### config.mk
export PLATFORM = sky130hd
export DESIGN_NAME = uart_rx_param
export DESIGN_NICKNAME = d
export VERILOG_FILES = /design/src/rtl/uart_pkg.sv /design/src/rtl/sync_2ff.sv /design/src/rtl/uart_bit_sampler.sv /design/src/rtl/uart_rx_param.sv
export SDC_FILE = /design/constraint.sdc
export NUM_CORES = 1
export LEC_CHECK = 0
export ABC_AREA = 1
export BUFFER_PORTS_ARGS = -buffer_cell sky130_fd_sc_hd__buf_2
export CAP_MARGIN = 10
export CELL_PAD_IN_SITES_DETAIL_PLACEMENT = 1
export CELL_PAD_IN_SITES_GLOBAL_PLACEMENT = 1
export CORE_MARGIN = 1
export CORE_UTILIZATION = 35
export CTS_CLUSTER_DIAMETER = 50
export CTS_CLUSTER_SIZE = 20
export DETAILED_ROUTE_END_ITERATION = 8
export PLACE_DENSITY = 0.75
export SLEW_MARGIN = 30
export SYNTH_ARGS = -nofsm -noshare
export SYNTH_HDL_FRONTEND = slang
export SYNTH_SLANG_ARGS = --single-unit
### constraint.sdc
create_clock -name clk -period 1.8 [get_ports clk]
set_input_delay 0 -clock clk [delete_from_list [all_inputs] [get_ports clk]]
set_output_delay 0 -clock clk [all_outputs]
set_load 0.01 [all_outputs]
### src/rtl/uart_pkg.sv
// Shared types and helpers for the parametrised UART receiver.
//   parity_t    : line parity mode (none / odd / even)
//   rx_state_t  : receiver frame state
//   clk_per_bit : system clocks per bit from clock and line rate in MHz / Mbit/s
package uart_pkg;

  typedef enum logic [1:0] {
    PAR_NONE = 2'd0,
    PAR_ODD  = 2'd1,
    PAR_EVEN = 2'd2
  } parity_t;

  typedef enum logic [2:0] {
    ST_IDLE,
    ST_START,
    ST_DATA,
    ST_PARITY,
    ST_STOP
  } rx_state_t;

  function automatic int clk_per_bit(real sysclk, real baud);
    return int'(sysclk / baud);
  endfunction

endpackage

### src/rtl/sync_2ff.sv
// Two-flop synchronizer for an asynchronous level input.
// Both flops reset to 1 so an idle-high serial line shows no edge on reset release.
// Ports:
//   clk   : system clock
//   rst_n : asynchronous active-low reset
//   d     : asynchronous input
//   q     : synchronised output
module sync_2ff (
  input  logic clk,
  input  logic rst_n,
  input  logic d,
  output logic q
);

  logic meta;

  always_ff @(posedge clk or negedge rst_n) begin
    if (!rst_n) begin
      meta <= 1'b1;
      q    <= 1'b1;
    end else begin
      meta <= d;
      q    <= meta;
    end
  end

endmodule

### src/rtl/uart_bit_sampler.sv
// Bit timer with 3-point majority-vote mid-bit sampling.
// The timer runs 0..CPB-1 inside each bit; the cycle in which the start edge is
// seen is position 0. Samples are taken at MID-1, MID and MID+1 and the bit value
// is resolved (bit_done strobe) at MID+1.
// Ports:
//   clk, rst_n : clock, asynchronous active-low reset
//   start      : start edge accepted this cycle (restarts the timer)
//   run        : a frame is in progress
//   rx_s       : synchronised serial line
//   bit_done   : one-cycle strobe at MID+1 of each bit
//   bit_val    : majority value, valid with bit_done
module uart_bit_sampler #(
  parameter int CPB = 27
) (
  input  logic clk,
  input  logic rst_n,
  input  logic start,
  input  logic run,
  input  logic rx_s,
  output logic bit_done,
  output logic bit_val
);

  localparam int TW  = $clog2(CPB);
  localparam int MID = CPB / 2;

  logic [TW-1:0] tmr;
  logic          s0, s1;

  always_ff @(posedge clk or negedge rst_n) begin
    if (!rst_n) begin
      tmr <= '0;
      s0  <= 1'b0;
      s1  <= 1'b0;
    end else begin
      if (start)
        tmr <= TW'(1);
      else if (run)
        tmr <= (tmr == TW'(CPB - 1)) ? '0 : tmr + TW'(1);
      else
        tmr <= '0;
      if (run && tmr == TW'(MID - 1)) s0 <= rx_s;
      if (run && tmr == TW'(MID))     s1 <= rx_s;
    end
  end

  assign bit_done = run && (tmr == TW'(MID + 1));
  assign bit_val  = (s0 & s1) | (s0 & rx_s) | (s1 & rx_s);

endmodule

### src/rtl/uart_rx_param.sv
// Parametrised UART receiver: configurable data width, parity and stop bits,
// majority-vote sampling, per-frame parity/framing error flags and an idle
// block-timeout pulse.
// Optional feature macro: UART_RX_BREAK_DET_EN (all-zero frame reported as break).
// Ports:
//   clk, rst_n    : clock, asynchronous active-low reset
//   rx            : raw serial line, idle high, asynchronous
//   rx_bsy        : frame in progress
//   data_valid    : one-cycle pulse, data_out/parity_err/frame_err valid
//   data_out      : received payload, LSB first on the line
//   parity_err    : parity mismatch of the reported frame
//   frame_err     : a stop bit of the reported frame was sampled low
//   block_timeout : pulse after TIMEOUT_BITS idle bit-times following a frame
//   break_det     : break pulse (0 unless UART_RX_BREAK_DET_EN)
//
// state     | meaning
// ----------+---------------------------------------------
// ST_IDLE   | waiting for a falling edge on the line
// ST_START  | sampling start bit, false start returns idle
// ST_DATA   | shifting in DATA_BITS payload bits
// ST_PARITY | sampling and checking the parity bit
// ST_STOP   | sampling STOP_BITS stop bits, then report
module uart_rx_param
  import uart_pkg::*;
#(
  parameter real SYSCLOCK     = 27.0,
  parameter real BAUDRATE     = 1.0,
  parameter int  DATA_BITS    = 8,
  parameter int  PARITY       = 0,
  parameter int  STOP_BITS    = 1,
  parameter int  TIMEOUT_BITS = 4
) (
  input  logic                 clk,
  input  logic                 rst_n,
  input  logic                 rx,
  output logic                 rx_bsy,
  output logic                 data_valid,
  output logic [DATA_BITS-1:0] data_out,
  output logic                 parity_err,
  output logic                 frame_err,
  output logic                 block_timeout,
  output logic                 break_det
);

  localparam int      CPB      = clk_per_bit(SYSCLOCK, BAUDRATE);
  localparam int      TC       = TIMEOUT_BITS * CPB;
  localparam int      IW       = $clog2(TC + 1);
  localparam parity_t PAR_MODE = parity_t'(PARITY);

  rx_state_t            state, state_nxt;
  logic                 rx_sync, rx_hold, start_edge;
  logic                 bit_done, bit_val;
  logic [3:0]           bit_cnt;
  logic                 last_data, last_stop, frame_done, report, is_break;
  logic [DATA_BITS-1:0] shreg;
  logic                 par_pend, frm_pend, exp_par;
  logic                 armed;
  logic [IW-1:0]        idle_cnt;

  sync_2ff u_sync (
    .clk   (clk),
    .rst_n (rst_n),
    .d     (rx),
    .q     (rx_sync)
  );

  always_ff @(posedge clk or negedge rst_n) begin
    if (!rst_n) rx_hold <= 1'b1;
    else        rx_hold <= rx_sync;
  end

  // A falling edge needs a high hold sample, so after a break the line must
  // return high before another frame can start.
  assign start_edge = (state == ST_IDLE) && rx_hold && !rx_sync;

  uart_bit_sampler #(.CPB(CPB)) u_sampler (
    .clk      (clk),
    .rst_n    (rst_n),
    .start    (start_edge),
    .run      (state != ST_IDLE),
    .rx_s     (rx_sync),
    .bit_done (bit_done),
    .bit_val  (bit_val)
  );

  assign last_data  = (bit_cnt == 4'(DATA_BITS - 1));
  assign last_stop  = (bit_cnt == 4'(STOP_BITS - 1));
  assign frame_done = (state == ST_STOP) && bit_done && last_stop;
  assign report     = frame_done && !is_break;
  assign exp_par    = (^shreg) ^ (PAR_MODE == PAR_ODD);
  assign rx_bsy     = (state != ST_IDLE);

  always_ff @(posedge clk or negedge rst_n) begin
    if (!rst_n) state <= ST_IDLE;
    else        state <= state_nxt;
  end

  always_comb begin
    state_nxt = state;
    case (state)
      ST_IDLE:   if (start_edge) state_nxt = ST_START;
      ST_START:  if (bit_done) state_nxt = bit_val ? ST_IDLE : ST_DATA;
      ST_DATA:   if (bit_done && last_data)
                   state_nxt = (PAR_MODE != PAR_NONE) ? ST_PARITY : ST_STOP;
      ST_PARITY: if (bit_done) state_nxt = ST_STOP;
      ST_STOP:   if (frame_done) state_nxt = ST_IDLE;
      default:   state_nxt = ST_IDLE;
    endcase
  end

  always_ff @(posedge clk or negedge rst_n) begin
    if (!rst_n) begin
      bit_cnt    <= '0;
      shreg      <= '0;
      par_pend   <= 1'b0;
      frm_pend   <= 1'b0;
      data_out   <= '0;
      parity_err <= 1'b0;
      frame_err  <= 1'b0;
      data_valid <= 1'b0;
    end else begin
      data_valid <= 1'b0;
      if (start_edge) begin
        bit_cnt  <= '0;
        par_pend <= 1'b0;
        frm_pend <= 1'b0;
      end else if (bit_done) begin
        case (state)
          ST_START:  bit_cnt <= '0;
          ST_DATA: begin
            shreg   <= {bit_val, shreg[DATA_BITS-1:1]};
            bit_cnt <= last_data ? '0 : bit_cnt + 4'd1;
          end
          ST_PARITY: par_pend <= (bit_val != exp_par);
          ST_STOP: begin
            if (!bit_val) frm_pend <= 1'b1;
            bit_cnt <= last_stop ? '0 : bit_cnt + 4'd1;
          end
          default: ;
        endcase
      end
      if (report) begin
        data_out   <= shreg;
        parity_err <= par_pend;
        frame_err  <= frm_pend | ~bit_val;
        data_valid <= 1'b1;
      end
    end
  end

`ifdef UART_RX_BREAK_DET_EN
  logic all_zero;

  always_ff @(posedge clk or negedge rst_n) begin
    if (!rst_n) begin
      all_zero  <= 1'b0;
      break_det <= 1'b0;
    end else begin
      if (start_edge)             all_zero <= 1'b1;
      else if (bit_done && bit_val) all_zero <= 1'b0;
      break_det <= frame_done && is_break;
    end
  end

  assign is_break = all_zero && !bit_val;
`else
  assign is_break  = 1'b0;
  assign break_det = 1'b0;
`endif

  // A start edge in the terminal-count cycle wins: it is checked first.
  always_ff @(posedge clk or negedge rst_n) begin
    if (!rst_n) begin
      armed         <= 1'b0;
      idle_cnt      <= '0;
      block_timeout <= 1'b0;
    end else begin
      block_timeout <= 1'b0;
      if (start_edge) begin
        armed    <= 1'b0;
        idle_cnt <= '0;
      end else if (report) begin
        armed    <= 1'b1;
        idle_cnt <= '0;
      end else if (armed && state == ST_IDLE) begin
        if (idle_cnt == IW'(TC - 1)) begin
          block_timeout <= 1'b1;
          armed         <= 1'b0;
          idle_cnt      <= '0;
        end else begin
          idle_cnt <= idle_cnt + IW'(1);
        end
      end
    end
  end

endmodule
* After elaboration in Yosys (flattened, before gate mapping) *
Cells that the tools add are included.

word-level totals
  flip-flop bits (word level) = 47
  input port bits = 3

operators by class
  $add $sub $neg = 3
  eq/ne operators = 17
  mux-type cells = 35
  bitwise logic cells = 8
  reduce and logical (&&, ||, !) cells = 26

operators by type and width
  cell                                                  count
  two-way mux 7 bit                                     4
  two-way mux 1 bit                                     16
  two-way mux 4 bit                                     4
  equality test 5 x 4 -> 1 bit (second input constant)  3
  two-way mux 3 bit                                     5
  two-way mux 5 bit                                     3
  case mux 3 bit (5 select lines)                       1
  != test 2 bit (second input constant)                 6
  case mux 4 bit (3 select lines)                       1
  logical AND 1 bit                                     9
  nonzero test 3 bit                                    3
  parity 8 bit                                          1
  adder 7 x 1 -> 7 bit (second input constant)          1
  equality test 7 bit (second input constant)           1
  equality test 3 x 2 -> 1 bit (second input constant)  2
  AND reduction 2 bit                                   3
  AND reduction 3 bit                                   2
  nonzero test 2 bit                                    3
  adder 5 x 1 -> 5 bit (second input constant)          1
  equality test 5 bit (second input constant)           1
  AND reduction 5 bit                                   1
  adder 4 x 1 -> 4 bit (second input constant)          1
  equality test 4 x 3 -> 1 bit (second input constant)  1
  logical NOT 4 bit                                     1
  10 further kinds                                      15

* Longest topological paths before layout *
Gate-level depths: netlist of run 1.

  depth after elaboration = 7
  gate-level depth with buffers = 11
  depth with buffers taken out = 10

* Modules after synthesis *
Synthesis of run 1 repeated with hierarchy kept, for this count alone.

unflattened totals
  cell total of the unflattened synthesis = 321
  area, all modules = 2482.4 um^2

modules (own cells, without submodules)
  module            instances  cells an instance  area an instance (um^2)  seq. area each (um^2)
  uart_rx_param     1          268                2016.9                   952.2
  uart_bit_sampler  1          51                 412.9                    175.2
  sync_2ff          1          2                  52.6                     52.6

* Least setup slack after synthesis of run 1 *
No wires, ideal clock.

  kind = flip-flop to flip-flop
  from = reg u_sampler.tmr[0]
  to = reg idle_cnt[2]
  library setup time = 0.121 ns
  arrival time = 1.404 ns
  required time = 1.679 ns
  slack = 0.274 ns
  stages on the path, launching flop included = 9
  buffers on the path = 1
  clock period less this slack = 1.526 ns
  cells stage by stage = dfrtp_1 > inv_1 > ha_1 > nand3_4 > nor3_4 > inv_4 > buf_6 > nand4_1 > o21ai_1

on the way
  longest elaborated chain between the ends = 6
  elaborated cells between the ends (all ways) = 7

ends and longest elaborated chain
  element                           RTL line                source
  start: declaration                uart_bit_sampler.sv:27  logic [TW-1:0] tmr;
  start signal: assignment          uart_bit_sampler.sv:39  tmr <= (tmr == TW'(CPB - 1)) ? '0 : tmr + TW'(1);
  equality test 5 x 4 -> 1 bit *    uart_bit_sampler.sv:47  assign bit_done = run && (tmr == TW'(MID + 1));
  logical AND 1 bit *               uart_bit_sampler.sv:47
  logical AND 1 bit * (2 in a row)  uart_rx_param.sv:88     assign frame_done = (state == ST_STOP) && bit_done && last_stop;
  via frame_done                    uart_rx_param.sv:54     logic last_data, last_stop, frame_done, report, is_break;
  two-way mux 7 bit                 uart_rx_param.sv:182    end else if (report) begin
  two-way mux 7 bit                 uart_rx_param.sv:179    if (start_edge) begin
  end signal: assignment            uart_rx_param.sv:191    idle_cnt <= idle_cnt + IW'(1);
  end: declaration                  uart_rx_param.sv:58     logic [IW-1:0] idle_cnt;

The timed path passes the listed nets; every way through them passes the cells marked *.
A chain may end at the register's enable or synchronous reset.

* Worst setup path in the final report of run 1 *
  from = reg u_sampler.tmr[0]
  to = reg frame_err

on the way
  longest elaborated chain between the ends = 4

ends and longest elaborated chain
  element                         RTL line                source
  equality test 5 x 4 -> 1 bit    uart_bit_sampler.sv:47
  logical AND 1 bit               uart_bit_sampler.sv:47
  logical AND 1 bit (2 in a row)  uart_rx_param.sv:88
  via frame_done                  uart_rx_param.sv:54
  end signal: assignment          uart_rx_param.sv:145    frame_err <= frm_pend | ~bit_val;
  end: declaration                uart_rx_param.sv:40     output logic frame_err,

The timed path passes the listed nets, and every way through them passes these cells.

==> results.txt, run 1 <==
----------------------------------------------------
[Global route]
  Combined global-route utilization of all metal layers ... 16.2%
  Number of global-route vias before repair ... 2054
  Total grt overflow ... 0
  Initial antenna violation count ... 0
  Maximum number of pins on one net before global-route repair ... 25
  Global-route wire length before repair ... 9430 um

[Timing]
  Worst slew slack as a fraction of its limit ... 57.1%
  Transition time at the pin with the least slew margin ... 0.637 ns
  Count of endpoints failing setup in the final report ... 0
  Max-slew violation count ... 0
  Final setup slack of the worst path ... 0.141 ns
  Number of endpoints with negative hold slack in the final report ... 0
  Final Critical Period ... 1.66 ns
  Post-route clock period utilization ... 92.2%
  Final Hold Slack ... 0.157 ns
  Worst clock skew ... 0.0110 ns
  Fmax ... 0.603 GHz

[Detailed routing]
  Top layer used by detailed routing ... met4
  Remaining routing DRC violations ... 0
  Remaining number of nets flagged by the antenna check after routing ... 0
  Initial DRT Pass Iterations ... 3
  Number of DRC violations after detailed-routing iteration 0 ... 50
  Post-Route M1 WL ... 2690 um
  Met2 wirelength from detailed routing ... 2700 um
  Routed vias ... 2010
  Routed wire per std cell ... 13.0 um
  Detailed Route WL ... 5540 um
  Routed vias/inst ... 4.70
  Length of routed met3 wiring ... 96 um

[Synthesis]
  Number of storage elements in the synthesis netlist ... 47
  Post-synth top area share ... 44.9%
  Post-synthesis net count ... 310
  Synth top cells by count ... nand2_1, dfrtp_1, inv_1
  Share of async-settable or async-resettable flops after synthesis ... 100%
  Leading cell type by number of instances after synthesis ... nand2_1
  Number of enable-type register cells in the synthesized netlist ... 0
  Post-synth design cell area ... 2450 um2
  Count of distinct cell types in the synthesized netlist ... 31
  Gate Count Post-Synth ... 300
  Top cells by area in the synthesized netlist ... dfrtp_1, nand2_1, inv_1
  Leading area contributor after synthesis ... dfrtp_1
  Post-Syn Area per Cell ... 8.18 um2
  Ys Warns ... 0
  Sequential area share after synthesis ... 48.1%
  Leading register cell type out of synthesis ... dfrtp_1

[Place]
  Post-place setup slack ... 0.133 ns
  Final GP Congestion ... 0.771
  Number of buffer cells added on primary ports ... 15
  Half-perimeter wire length after placement ... 3960 um
  Placed cell area ... 2660 um2
  Count of placed standard cells including taps ... 413

[Clocking]
  H-tree Lvls ... 2
  Clock root cell ... clkbuf_8
  Clock Tree Buf Depth ... 2
  Clock-pin transition on the worst setup and hold timing paths ... 0.09 ns
  Clk_lat worst skew ... 0.30 ns
  Clock tree from TritonCTS ... built
  Number of sinks on the clock net ... 47
  Clock buffer count from CTS ... 5

[Layout]
  Synthesis-to-layout area growth ... 16.4%
  Combined area of the multi-input logic cells ... 1090 um2
  Antenna cell count ... 0
  Final std cells w/o fill ... 428
  Layout filler cell count ... 833
  Storage element area ... 1180 um2
  Post-route standard cell area excluding fillers ... 2860 um2
  NumNets Final ... 341
  Layout cells sized above 1 ... 19.0%

[Floorplanning]
  Chip Height ... 85.7 um
  Horizontal die dimension ... 85.7 um
  Number of ports placed on the die boundary ... 17
  Overall die area ... 7350 um2
  Std-Cell Core Area ... 6790 um2
  Starting density of the core ... 36.1%
  Site row count ... 30

[Hold path]
  HP Class ... input pin to async pin

[Status]
  Result of the run ... complete, no violations

[Setup path]
  Maximum fanout along the worst path ... 7
  Data required time at the worst endpoint ... 1.99 ns
  Category of the critical setup timing path ... flop to flop
  WP data arrival ... 1.85 ns
  Critical Path Sink Type ... flop
  Launching element type of the critical path ... flop

[Pwr]
  Leakage Power ... 1.43 nW
  Power Total ... 0.00292 W
  Highest ir drop seen on vdd ... 0.000601 V
  Power per unit of standard cell area ... 1020 nW/um2

[Flow run]
  # Max-Cap Violations ... 0

----------------------------------------------------
## report_power, final
part | internal, W | total [W] | switching (W)
Clock | 0.000555 | 0.000909 | 0.000354
Sequential | 0.00116 | 0.00126 | 0.0000981
Combinational | 0.000259 | 0.000758 | 0.000499
## flip-flops by register name, indices dropped and copies added (netlist names), 3 cells and up
| name | cells |
|---|---|
| data_out | 8 |
| u_sampler.tmr | 5 |
| shreg | 8 |
| bit_cnt | 4 |
| state | 3 |
| idle_cnt | 7 |
## worst paths after layout
kind,from,end,slack [ns],cells after the start
setup / recovery,u_sampler.tmr[0],frame_err,0.14,8
hold / removal,rst_n,bit_cnt[2],0.16,2
setup reg to reg,u_sampler.tmr[0],frame_err,0.14,8
hold reg to reg,u_sync.meta,u_sync.q,0.36,0
max in group asynchronous,rst_n,data_out[3],1.07,3
min in group clk,rx,u_sync.meta,0.35,2
## area by class of cell
type	instances	share of cell area, %
Sequential cell	47	41.3
Clock inverter	2	2.10
Clock buffer	6	2.54
Multi-Input combinational cell	211	38.3
Inverter	37	5.12
Timing Repair inverter	1	0.219
Tap cell	96	4.20
Timing Repair Buffer	28	6.22
## kinds of logic (layout without fill, tap and decap cells)
group           Yosys count  after routing  share of synthesized area [%]
flops                    47             47                           48.1
buf+inv                  42             74                           7.75
simple gates            154            154                           28.1
compound gates           46             46                           11.2
fa+ha+maj                 7              7                           3.57
other cells               1              1                          0.153
xor+xnor                  3              3                           1.07
## through the flow
step                TNS, ns  util, %
finish                    0     42.0
global route        -0.0156     42.0
CTS                       0     41.3
floorplan                 0        -
detailed placement        0     39.1
global placement          0     39.1
## critical path: stages, from the launching register on
cell and delay, ns:
dfrtp_1 0.40, inv_1 0.10, ha_2 0.21, nand3_4 0.13, nor3_4 0.27, clkinv_4 0.14
buf_4 0.17, nand2_1 0.07, o21ai_2 0.05
## cell usage in the layout, fill, tap and decap left out, types with 5 or more instances in the layout
cell | netlist | final
dfrtp_1 | 44 | 44
clkbuf_8 | 0 | 5
nand4_1 | 6 | 6
nor2_1 | 19 | 19
buf_2 | 1 | 15
o21ai_0 | 17 | 17
nand2_1 | 101 | 100
ha_1 | 7 | 6
o21ai_2 | 8 | 8
a21oi_1 | 6 | 6
inv_2 | 5 | 5
inv_1 | 30 | 30
buf_4 | 1 | 11
nand3_1 | 15 | 15
o21ai_1 | 9 | 9
## metal layers
metal	track usage [%]	up-vias
li1	-	1021
met1	20.7	967
met2	27.9	16
met3	3.08	6
met4	4.55	0
met5	0	-
## what timing repair did
item,CTS,global route
gates resized for setup,0,6
hold endpoints to repair,16,0
setup buffers,0,4
setup endpoints to repair,0,8
hold buffers,2,0
No activity file was read; power rests on OpenSTA's default activity.
==> inputs of run 2 (changes only) <==
Settings changed: ABC_AREA 1 to 0, PLACE_DENSITY 0.75 to 0.72, SETUP_SLACK_MARGIN set to 0.15.
==> results.txt, run 2 <==
----------------------------------------------------
[Status]
  Result of the run ... complete, no violations

[Global route]
  Number of global-route vias before repair ... 1820
  Initial antenna violation count ... 0
  Global-route wire length before repair ... 9260 um
  Total grt overflow ... 0
  Maximum number of pins on one net before global-route repair ... 48
  Combined global-route utilization of all metal layers ... 17.0%

[Place]
  Final GP Congestion ... 0.794
  Half-perimeter wire length after placement ... 3500 um
  Post-place setup slack ... -0.00223 ns
  Number of buffer cells added on primary ports ... 15
  Count of placed standard cells including taps ... 310

[Timing]
  Fmax ... 0.559 GHz
  Number of endpoints with negative hold slack in the final report ... 0
  Count of endpoints failing setup in the final report ... 0
  Worst clock skew ... 0.00447 ns
  Transition time at the pin with the least slew margin ... 0.599 ns
  Max-slew violation count ... 0
  Final setup slack of the worst path ... 0.0109 ns
  Post-route clock period utilization ... 99.4%
  Final Critical Period ... 1.79 ns
  Setup repair after global routing missed its margin ... yes
  Worst slew slack as a fraction of its limit ... 60.1%

[Synthesis]
  Top cells by area in the synthesized netlist ... dfrtp_1, mux2_2, ha_1
  Count of distinct cell types in the synthesized netlist ... 48
  Post-Syn Area per Cell ... 11.3 um2
  Sequential area share after synthesis ... 51.2%
  Share of async-settable or async-resettable flops after synthesis ... 100%
  Number of enable-type register cells in the synthesized netlist ... 0
  Leading cell type by number of instances after synthesis ... dfrtp_1
  Post-synth top area share ... 47.8%
  Gate Count Post-Synth ... 204
  Synth top cells by count ... dfrtp_1, nand2_1, mux2_2
  Post-synth design cell area ... 2300 um2
  Number of storage elements in the synthesis netlist ... 47
  Leading area contributor after synthesis ... dfrtp_1
  Ys Warns ... 0
  Post-synthesis net count ... 214
  Leading register cell type out of synthesis ... dfrtp_1

[Detailed routing]
  Routed wire per std cell ... 18.2 um
  Initial DRT Pass Iterations ... 4
  Remaining number of nets flagged by the antenna check after routing ... 0
  Routed vias ... 1721
  Routed vias/inst ... 5.17
  Remaining routing DRC violations ... 0
  Number of DRC violations after detailed-routing iteration 0 ... 58
  Detailed Route WL ... 6050 um

[Hold path]
  HP Class ... input pin to async pin

[Pwr]
  Leakage Power ... 1.49 nW
  Highest ir drop seen on vdd ... 0.000569 V
  Power per unit of standard cell area ... 941 nW/um2

[Layout]
  Antenna cell count ... 0
  Most frequent standard cell in the layout excluding fill and tap cells ... dfrtp_1
  Synthesis-to-layout area growth ... 34.1%
  Largest registers ... data_out (8), shreg (8), idle_cnt (7)
  Highest-count cells in the layout ignoring fill and taps ... dfrtp_1, buf_4, nand2_1, mux2_4
  NumNets Final ... 265
  Layout cells sized above 1 ... 44.5%
  Final std cells w/o fill ... 333

[Clocking]
  Number of sinks on the clock net ... 47
  Clk_lat worst skew ... 0.31 ns
  Clock tree from TritonCTS ... built
  Clock buffer count from CTS ... 5
  Clock Tree Buf Depth ... 2
  H-tree Lvls ... 2
  Clock-pin transition on the worst setup and hold timing paths ... 0.10 ns
  Clock root cell ... clkbuf_8

[Flow run]
  # Max-Cap Violations ... 0

[Setup path]
  Critical Path Sink Type ... flop
  Slowest library cell on the worst path ... dfrtp_1
  Category of the critical setup timing path ... flop to flop
  Data required time at the worst endpoint ... 2.00 ns
  Critical path cell sequence ... inv_1 -> ha_2 -> nor3b_4 -> buf_4 -> nand2_4 -> nand2_4 -> o311ai_4 -> mux2_4
  Maximum fanout along the worst path ... 4
  Delay of the slowest cell on the worst path ... 0.42 ns
  Launching element type of the critical path ... flop
  WP data arrival ... 1.99 ns
  Most frequent cell on the critical path ... nand2_4

[Floorplanning]
  Overall die area ... 6910 um2
  Std-Cell Core Area ... 6350 um2
  Site row count ... 29
  Number of ports placed on the die boundary ... 17
  Starting density of the core ... 36.3%
  Horizontal die dimension ... 83.1 um
  Chip Height ... 83.1 um

----------------------------------------------------
==> run 2: cell count changes in the layout (fill, tap and decap cells not counted), sizes merged, moves of 7 or more <==
cell and delta:
xnor2 +9, nand3 -7, inv -28, nand2 -80, mux2 +19, buf +24, o21ai -31
==> run 2: metrics by stage <==
stage	total power [W]	area (um2)	setup TNS (ns)	util [%]	hold WS, ns
after floorplan	0.00161	2340	0	-	-0.296
after detailed placement	0.00186	2620	-0.00223	41.2	0.108
after global routing	0.00303	3090	-0.119	48.7	0.324
after CTS	0.00280	2930	0	46.2	0.331
final	0.00291	3090	0	48.7	0.309
after global placement	0.00184	2620	0	41.2	0.107
==> run 2: logic make-up after synthesis <==
| family | after synthesis | synth area share (%) |
|---|---|---|
| buf+inv | 16 | 3.80 |
| fa+ha+maj | 8 | 4.24 |
| flops | 47 | 51.2 |
| xor+xnor | 15 | 6.30 |
| simple gates | 70 | 15.9 |
| other cells | 1 | 0.163 |
| compound gates | 26 | 8.26 |
| mux | 21 | 10.2 |
==> run 2: path summary, 6_finish.rpt <==
check                            startpoint          end  slack (ns)  cells past startpoint
worst min-delay path                  rst_n  idle_cnt[3]        0.31                      3
worst max register to register   bit_cnt[1]     state[1]        0.01                      8
worst min register to register  u_sync.meta     u_sync.q        0.36                      0
max in group asynchronous             rst_n     state[1]        1.05                      3
worst max-delay path             bit_cnt[1]     state[1]        0.01                      8
min in group clk                         rx  u_sync.meta        0.33                      2
==> run 2: area by class of cell <==
cell class                      instances  area [um2]
Fill cell                             675        3260
Multi-Input combinational cell        141        1270
Sequential cell                        47        1180
Timing Repair Buffer                   52         394
Tap cell                               77        96.3
Clock buffer                            5        68.8
Clock inverter                          3        46.3
Inverter                                8        32.5
==> run 2: where the power goes <==
part / total, W / switching [W] / internal [W]
Clock: 0.000820 / 0.000401 / 0.000419
Sequential: 0.00122 / 0.000101 / 0.00112
Combinational: 0.000868 / 0.000465 / 0.000403
Total: 0.00291 / 0.000968 / 0.00194
==> run 2: repair_timing <==
action                                  4_1_cts  5_1_grt
resized for setup                            33       27
hold buffers                                  2        0
pin swaps                                     5        7
endpoints found under the setup margin       30       32
buffers inserted                              6        7
hold endpoints to repair                     45        0
==> run 2: worst max-delay path: cells and delay by family, from the launching register on <==
kind	cells	cell delay (ns)
AOI/OAI and AO/OA	1	0.10
adders and majority gates	1	0.17
buffers and inverters	2	0.25
DFF	1	0.42
muxes	1	0.32
and+or+nand+nor	3	0.40
==> run 2: routing by layer <==
layer | global-route usage (%) | part of all wire, % | wire length, um
met5 | 0 | 0 | 0
met4 | 5.33 | 2.0 | 119
met3 | 3.08 | 2.4 | 144
met2 | 28.8 | 52 | 3150
met1 | 22.1 | 44 | 2640
